$ cat src/rtl/pixel_cache.sv
// pixel_cache: single-bit pixel read port for the edge search engine, backed by
// a small direct-mapped cache of binary frame-buffer words.
//
// Ports:
//   clk, reset           clock, synchronous active-high reset
//   x, y, request        requested pixel coordinate; request held until ready
//   pixel, ready         pixel value, valid during the one-cycle ready pulse
//   invalidate           frame-swap pulse; drops all cached lines
//   mem_addr, mem_rd     frame-buffer word address and one-cycle read strobe
//   mem_rdata, mem_valid returned word and its one-cycle valid pulse
//   miss_count           saturating count of memory fetches since reset
module pixel_cache #(
  parameter int unsigned IMG_W  = 640,
  parameter int unsigned IMG_H  = 480,
  parameter int unsigned WORD_W = 16,
  parameter int unsigned LINES  = 4,
  parameter int unsigned ADDR_W = 15
) (
  input  logic              clk,
  input  logic              reset,
  input  logic [9:0]        x,
  input  logic [9:0]        y,
  input  logic              request,
  output logic              pixel,
  output logic              ready,
  input  logic              invalidate,
  output logic [ADDR_W-1:0] mem_addr,
  output logic              mem_rd,
  input  logic [WORD_W-1:0] mem_rdata,
  input  logic              mem_valid,
  output logic [15:0]       miss_count
);

  localparam int unsigned XY_W   = 10;
  localparam int unsigned IDX_W  = 19;
  localparam int unsigned OFF_W  = $clog2(WORD_W);
  localparam int unsigned LINE_W = $clog2(LINES);
  localparam int unsigned TAG_W  = ADDR_W - LINE_W;
  localparam int unsigned CNT_W  = 16;

  typedef enum logic [2:0] {
    S_IDLE,
    S_LOOKUP,
    S_FETCH,
    S_WAIT,
    S_RESPOND
  } state_e;

  state_e              state_q, state_d;
  logic [XY_W-1:0]     x_q, x_d, y_q, y_d;
  logic                ready_q, ready_d;
  logic                pixel_q, pixel_d;
  logic                mem_rd_q, mem_rd_d;
  logic [ADDR_W-1:0]   mem_addr_q, mem_addr_d;
  logic [CNT_W-1:0]    miss_q, miss_d;
  logic                pend_q, pend_d;

  logic [LINES-1:0]    valid_q;
  logic [TAG_W-1:0]    tag_q  [LINES];
  logic [WORD_W-1:0]   data_q [LINES];

  logic [IDX_W-1:0]    idx;
  logic [ADDR_W-1:0]   waddr;
  logic [OFF_W-1:0]    bit_sel;
  logic [LINE_W-1:0]   line_idx;
  logic [TAG_W-1:0]    tag;
  logic                oor;
  logic                hit;
  logic                fill_we;
  logic                fill_valid;
  logic                clear_all;

  // Address decomposition of the latched coordinate
  always_comb begin
    idx      = IDX_W'(y_q) * IDX_W'(IMG_W) + IDX_W'(x_q);
    waddr    = ADDR_W'(idx >> OFF_W);
    bit_sel  = idx[OFF_W-1:0];
    line_idx = waddr[LINE_W-1:0];
    tag      = waddr[ADDR_W-1:LINE_W];
    oor      = (x_q >= XY_W'(IMG_W)) || (y_q >= XY_W'(IMG_H));
    // A coincident invalidate forces the lookup to miss
    hit      = valid_q[line_idx] && (tag_q[line_idx] == tag) && !invalidate;
  end

  // Next-state and registered-output logic
  always_comb begin
    state_d    = state_q;
    x_d        = x_q;
    y_d        = y_q;
    ready_d    = 1'b0;
    pixel_d    = pixel_q;
    mem_rd_d   = 1'b0;
    mem_addr_d = mem_addr_q;
    miss_d     = miss_q;
    pend_d     = pend_q;
    fill_we    = 1'b0;
    fill_valid = 1'b0;
    clear_all  = 1'b0;

    case (state_q)
      S_IDLE: begin
        clear_all = invalidate;
        if (request) begin
          x_d     = x;
          y_d     = y;
          state_d = S_LOOKUP;
        end
      end
      S_LOOKUP: begin
        clear_all = invalidate;
        if (oor) begin
          pixel_d = 1'b0;
          ready_d = 1'b1;
          state_d = S_RESPOND;
        end else if (hit) begin
          pixel_d = data_q[line_idx][bit_sel];
          ready_d = 1'b1;
          state_d = S_RESPOND;
        end else begin
          // Strobe and count are registered on entry so they line up with FETCH
          mem_rd_d   = 1'b1;
          mem_addr_d = waddr;
          if (miss_q != {CNT_W{1'b1}}) begin
            miss_d = miss_q + CNT_W'(1);
          end
          state_d = S_FETCH;
        end
      end
      S_FETCH: begin
        if (invalidate) begin
          pend_d = 1'b1;
        end
        state_d = S_WAIT;
      end
      S_WAIT: begin
        if (invalidate) begin
          pend_d = 1'b1;
        end
        if (mem_valid) begin
          // Line is filled but left invalid if a frame swap happened mid-fill
          fill_we    = 1'b1;
          fill_valid = !(pend_q || invalidate);
          pixel_d    = mem_rdata[bit_sel];
          ready_d    = 1'b1;
          state_d    = S_RESPOND;
        end
      end
      S_RESPOND: begin
        clear_all = pend_q || invalidate;
        pend_d    = 1'b0;
        state_d   = S_IDLE;
      end
      default: begin
        state_d = S_IDLE;
      end
    endcase
  end

  // Control and output registers
  always_ff @(posedge clk) begin
    if (reset) begin
      state_q    <= S_IDLE;
      x_q        <= '0;
      y_q        <= '0;
      ready_q    <= 1'b0;
      pixel_q    <= 1'b0;
      mem_rd_q   <= 1'b0;
      mem_addr_q <= '0;
      miss_q     <= '0;
      pend_q     <= 1'b0;
    end else begin
      state_q    <= state_d;
      x_q        <= x_d;
      y_q        <= y_d;
      ready_q    <= ready_d;
      pixel_q    <= pixel_d;
      mem_rd_q   <= mem_rd_d;
      mem_addr_q <= mem_addr_d;
      miss_q     <= miss_d;
      pend_q     <= pend_d;
    end
  end

  // Line valid bits
  always_ff @(posedge clk) begin
    if (reset) begin
      valid_q <= '0;
    end else if (clear_all) begin
      valid_q <= '0;
    end else if (fill_we) begin
      valid_q[line_idx] <= fill_valid;
    end
  end

  // Line tag and data storage
  always_ff @(posedge clk) begin
    if (fill_we) begin
      data_q[line_idx] <= mem_rdata;
      tag_q[line_idx]  <= tag;
    end
  end

  assign pixel      = pixel_q;
  assign ready      = ready_q;
  assign mem_rd     = mem_rd_q;
  assign mem_addr   = mem_addr_q;
  assign miss_count = miss_q;

endmodule

$ cat config.mk
export PLATFORM = sky130hd
export DESIGN_NAME = pixel_cache
export DESIGN_NICKNAME = d
export VERILOG_FILES = /design/src/rtl/pixel_cache.sv
export SDC_FILE = /design/constraint.sdc
export NUM_CORES = 1
export LEC_CHECK = 0
export ABC_AREA = 1
export CORE_ASPECT_RATIO = 1.2
export CORE_MARGIN = 2
export CORE_UTILIZATION = 50
export CTS_CLUSTER_SIZE = 40
export DETAILED_ROUTE_END_ITERATION = 8
export PLACE_DENSITY_LB_ADDON = 0.3
export SYNTH_ARGS = -nofsm -noshare
export SYNTH_HDL_FRONTEND = slang
export SYNTH_SLANG_ARGS = --single-unit
$ cat constraint.sdc
create_clock -name clk -period 8.4 [get_ports clk]
set_input_delay 1.26 -clock clk [delete_from_list [all_inputs] [get_ports clk]]
set_output_delay 1.26 -clock clk [all_outputs]
set_load 0.05 [all_outputs]
* Word-level counts from Yosys, hierarchy flattened
Memories as Yosys holds them, arrays and structs flattened. Index checks and enable logic that the tools add are counted.
Word-level totals: register bits after elaboration 62, memory bits (writable) 116, input bits 41, output and inout bits 34, word-level logic and storage cells 84, memories kept 2
Operators by class: add/sub/neg operators 2, multipliers 1, order comparisons 5, equal/unequal tests 10, muxes and demuxes 31, bitwise logic cells 3, reductions and logical operators 20
Memory list:
- data_q | depth 4, bits a word 16, read ports 1, clocked after memory_dff 0, write ports 1, line 60 | logic [WORD_W-1:0] data_q [LINES];
- tag_q | depth 4, bits a word 13, read ports 1, clocked after memory_dff 0, write ports 1, line 59 | logic [TAG_W-1:0] tag_q [LINES];
Operators by type and width (count):
- $add A19 B10 Y19 | 1
- $mux W1 | 17
- $add A16 B1 Y16 const B | 1
- $ne A16 B16 Y1 const B | 1
- $eq A13 B13 Y1 | 1
- $mul A10 B3 Y12 const B | 1
- $mux W3 | 4
- $pmux W3 S4 | 1
- $ge A10 B10 Y1 const B | 1
- $ge A10 B9 Y1 const B | 1
- $bmux W1 S4 | 2
- $pmux W1 S2 | 4
- $eq A3 B2 Y1 const B | 2
- $reduce_and A2 Y1 | 3
- $reduce_and A3 Y1 | 2
- $reduce_or A2 Y1 | 3
- $lt A4 B5 Y1 const B | 1
- $bwmux W4 | 1
- $ne A2 B2 Y1 const B | 2
- $reduce_and A4 Y1 | 1
- $reduce_bool A2 Y1 | 2
- $eq A3 B1 Y1 const B | 1
- $eq A3 B3 Y1 const B | 1
- $logic_and A1 B1 Y1 | 3
- other kinds (11) | 15

* Longest topological paths before layout
depth in word-level cells 9, gate-level depth with buffers 24

* Worst setup path after synthesis
Ideal clock, no wire load.
path type in2reg, start point input mem_valid, end point memory data_q[0][0] (enable), library setup time 418 ps, data arrival time 2689 ps, data required time 7982 ps, setup slack 5294 ps, stages on the path 2, cells stage by stage nand2_1 nor2_1
On the way: word-level cells in the longest chain between the ends 4
Ends and longest elaborated chain:
- start: declaration | line 30 | input logic mem_valid,
- $mux W1 | line 139 | if (mem_valid) begin
- $mux W1 | line 100 | case (state_q)
- $mux W1 | line 197 | if (fill_we) begin
- $mux W1 (implied by the code) | line 198 | data_q[line_idx] <= mem_rdata;
- end: declaration | line 60
Every way passes these cells.

* Worst setup path after layout
start point register y_q[1], end point register mem_addr_q[2], in the netlist mem_addr[2]
On the way: word-level cells in the longest chain between the ends 7
Ends and longest elaborated chain:
- start: declaration | line 50 | logic [XY_W-1:0] x_q, x_d, y_q, y_d;
- start signal: assignment | line 174 | y_q <= y_d;
- $mul A10 B3 Y12 | line 75 | idx = IDX_W'(y_q) * IDX_W'(IMG_W) + IDX_W'(x_q);
- $add A19 B10 Y19 | line 75
- named net idx[18] | line 62 | logic [IDX_W-1:0] idx;
- $eq A13 B13 Y1 | line 82 | hit = valid_q[line_idx] && (tag_q[line_idx] == tag) && !invalidate;
- $logic_and A1 B1 Y1 (2 in series) | line 82
- $not A1 Y1 (no source line)
- $reduce_and A3 Y1 (no source line)
- end signal: assignment | line 178 | mem_addr_q <= mem_addr_d;
- end: declaration | line 54 | logic [ADDR_W-1:0] mem_addr_q, mem_addr_d;
The timed path passes the listed nets, and every way through them passes these cells. A chain may end at the register's enable or synchronous reset.

==> results.json <==
{
  "synthDistinctLibCells": 50,
  "insertedDiodeCount": 0,
  "fp.dieW_um": 123.1,
  "final_area_mm2": 0.01002,
  "routed_wl_um": 19180,
  "dp_cells": 1168,
  "pin_count": 75,
  "clock.fmax_mhz": 299.8,
  "synth_seq_area_share": 0.5552,
  "dr_total_vias": 6444,
  "final_cells": 1200,
  "layout-area-overhead-vs-synth_pct": 17.70,
  "coreArea_mm2": 0.01679,
  "grt_max_degree": 41,
  "path_class": "reg2reg",
  "setup_viol": 0,
  "path_buf_inv": 1,
  "slowest_delay_ps": 490,
  "initial_core_util": 0.5069,
  "leakage_nw": 3.797,
  "finalNetCount": 1034,
  "io_buffer_count": 74,
  "cts_root_buf": "clkbuf_16",
  "ctsHoldBuffers": 0,
  "grt_remaining_overflow": 0,
  "cellPowerDensity_mw_per_mm2": 227.8,
  "status": "completed",
  "die_y_um": 146.9,
  "first_pass_iters": 5,
  "numCtsBuffers": 17,
  "place_congestion": 0.8392,
  "yosys_warnings": 0,
  "fin_crit_sh": 0.3971,
  "ir_drop_v": 0.0001486,
  "worst_pin_slew_ps": 1114,
  "worstSetupEndpointType": "register",
  "cp_cell_sequence": "ha_1 > ha_1 > inv_1 > fa_1 > nor2_4 > nand3_4 > nor2_2 > nand2_2 > nor2_4 > nand3_1 > nand2_2 > nand2_2 > nand2_2 > nand2_2 > nand3_2 > nand2_4 > nor2_4 > o21ai_0 > nor2_1",
  "critical_path.max_fanout": 15,
  "num_rows": 52,
  "hpwl_um": 12540,
  "slowest_stage": "fa_1",
  "cp.arrival_ps": 3700,
  "drv_slew": 0,
  "critPathMostFrequentCell": "nand2_2",
  "ys_async_sr_fraction": 0,
  "drive_gt1_frac": 0.1199,
  "fin_crit_ps": 3335,
  "worstSkewPairLatency_ps": 430,
  "syn_inst": 901,
  "ys_ff_latch": 178,
  "maxCapViolCount": 0,
  "antenna_found_initial": 0,
  "post_cts_buffers": 0,
  "grt_pass1_vias": 6380,
  "post-route-drc-count": 0,
  "timing.hold.ws_ps": 482.3,
  "setup-tns-final_ps": 0,
  "post_drt_wl_per_cell_um": 15.98,
  "grt_pass1_wl_um": 31350,
  "cp_top_family": "simple AND/OR/NAND/NOR gates",
  "cts_tree": "built",
  "post-route-util": 0.5967,
  "syn_area_mm2": 0.008509,
  "synth_ff_type": "edfxtp_1",
  "synth_nets": 964,
  "clock_sinks": 178,
  "required_ps": 8770,
  "place_area_mm2": 0.009392,
  "grt_use_total": 0.2239,
  "clockBufferDepth": 2,
  "clk_pin_slew_ps": 70,
  "ant_nets": 0,
  "dieArea_mm2": 0.01808,
  "cts_resized": 0,
  "h-tree-depth": 4,
  "rsz0062_at_grt": "no",
  "max-slew-margin-rel": 0.2566,
  "final_hold_viol_count": 0,
  "start_kind": "register",
  "drt-initial-drc-count": 381,
  "hold_class": "reg2reg",
  "vias_per_cell": 5.370,
  "synth-edff-count": 116,
  "clock_skew_ps": 11.08,
  "syn_avg_cell_area_um2": 9.444
}
## synthesized netlist by cell type, types with 2 or more instances
cell type | n | area share
o22ai_1 | 4 | 0.0029
a221oi_1 | 3 | 0.0031
buf_2 | 4 | 0.0024
buf_12 | 2 | 0.0047
inv_2 | 6 | 0.0026
a22oi_1 | 12 | 0.011
nand3_1 | 65 | 0.038
ha_1 | 20 | 0.029
o211ai_1 | 2 | 0.0018
nand4_1 | 15 | 0.011
nand2_2 | 26 | 0.019
nor2_1 | 60 | 0.026
nor2_4 | 4 | 0.0053
edfxtp_1 | 116 | 0.41
o21ai_0 | 42 | 0.025
clkbuf_1 | 14 | 0.0062
a22o_1 | 2 | 0.0021
buf_6 | 4 | 0.0053
nand2_1 | 210 | 0.093
dfxtp_1 | 62 | 0.15
a41oi_1 | 4 | 0.0041
nor4_1 | 2 | 0.0015
buf_1 | 3 | 0.0013
o21a_1 | 2 | 0.0018
inv_1 | 82 | 0.036
nor2_2 | 15 | 0.011
a21oi_1 | 46 | 0.027
nand2_8 | 2 | 0.0047
a31oi_1 | 3 | 0.0022
nor3_1 | 9 | 0.0053
or2_2 | 2 | 0.0015
nand3b_1 | 2 | 0.0018
xnor2_1 | 7 | 0.0072
xor2_1 | 8 | 0.0082
a21oi_2 | 10 | 0.010
fa_1 | 2 | 0.0047
o21ai_1 | 12 | 0.0071
nand3_2 | 3 | 0.0035
buf_4 | 3 | 0.0026
## registers in the layout (all words and copies together), names as in the netlist
| signal | cells |
|---|---|
| mem_rd | 1 |
| valid_q | 4 |
| mem_addr | 15 |
| ready | 1 |
| x_q | 10 |
| state_q | 3 |
| pend_q | 1 |
| tag_q | 52 |
| miss_count | 16 |
| data_q | 64 |
| pixel | 1 |
| y_q | 10 |
## where the power goes
| part | total [mW] | internal, mW | leakage, nW | switching (mW) |
|---|---|---|---|---|
| logic | 0.449 | 0.145 | 1.94 | 0.304 |
| registers | 1.01 | 0.978 | 1.55 | 0.0290 |
| clock network | 0.826 | 0.476 | 0.298 | 0.350 |
| total | 2.28 | 1.60 | 3.80 | 0.683 |
## cell usage in the layout (no fill, tap or decap), types with 10 or more instances in the layout
| cell | synthesis | final |
|---|---|---|
| nand3_1 | 65 | 65 |
| nand2_1 | 210 | 210 |
| nand2_2 | 26 | 26 |
| a21oi_2 | 10 | 10 |
| edfxtp_1 | 116 | 116 |
| clkdlybuf4s50_1 | 0 | 74 |
| ha_1 | 20 | 20 |
| o21ai_0 | 42 | 42 |
| dfxtp_1 | 62 | 62 |
| a21oi_1 | 46 | 46 |
| nor2_2 | 15 | 19 |
| clkbuf_16 | 0 | 17 |
| a22oi_1 | 12 | 12 |
| nand4_1 | 15 | 15 |
| nor2_1 | 60 | 56 |
| o21ai_1 | 12 | 12 |
| inv_1 | 82 | 82 |
## per-layer routing
layer	track usage	vias up	part of all wire
li1	-	3210	-
met1	0.2751	3048	0.43
met2	0.3831	153	0.50
met3	0.04270	33	0.046
met4	0.09205	0	0.024
met5	0	-	0
## worst min-delay path: cells and delay by family, from the launching register on
family	cells	cell delay (ps)
flip-flops	1	330
buffers and inverters	1	60
AO/OA/AOI/OAI	1	50
## cell type report
type | instances | area (µm²)
sequential | 178 | 4725
clock inverter | 15 | 198.9
tap | 216 | 270.3
fill | 1410 | 6770
clock buffer | 17 | 425.4
multi-input combinational | 603 | 3256
timing repair buffer | 81 | 793.3
inverter | 90 | 347.8
## cell families (layout without fill, tap and decap cells)
kind of cell	Yosys count	in the layout	synth area share
XOR/XNOR	15	15	0.01544
flip-flops	178	178	0.5552
buffers and inverters	120	203	0.06337
AND/OR/NAND/NOR	418	418	0.2266
adder cells (fa/ha/maj)	22	22	0.03411
AO/OA/AOI/OAI	148	148	0.1053
## metrics by stage
| step | setup slack (ps) | total power [mW] |
|---|---|---|
| 4_1_cts | 5062 | 2.302 |
| 3_5_place_dp | 4842 | 1.475 |
| 5_1_grt | 4753 | 2.388 |
| 2_1_floorplan | 5294 | 1.350 |
| 3_3_place_gp | 4875 | 1.468 |
| 6_report | 5065 | 2.281 |
## path summary, 6_finish.rpt
kind | startpoint | to | slack, ps | cells after the start
worst max-delay path | y_q[1] | mem_addr[2] | 5060 | 19
worst min register to register | y_q[3] | y_q[3] | 480 | 2
worst max register to register | y_q[1] | mem_addr[2] | 5060 | 19
worst min-delay path | y_q[3] | y_q[3] | 480 | 2
Note: power is estimated with default switching activity, not from simulation.
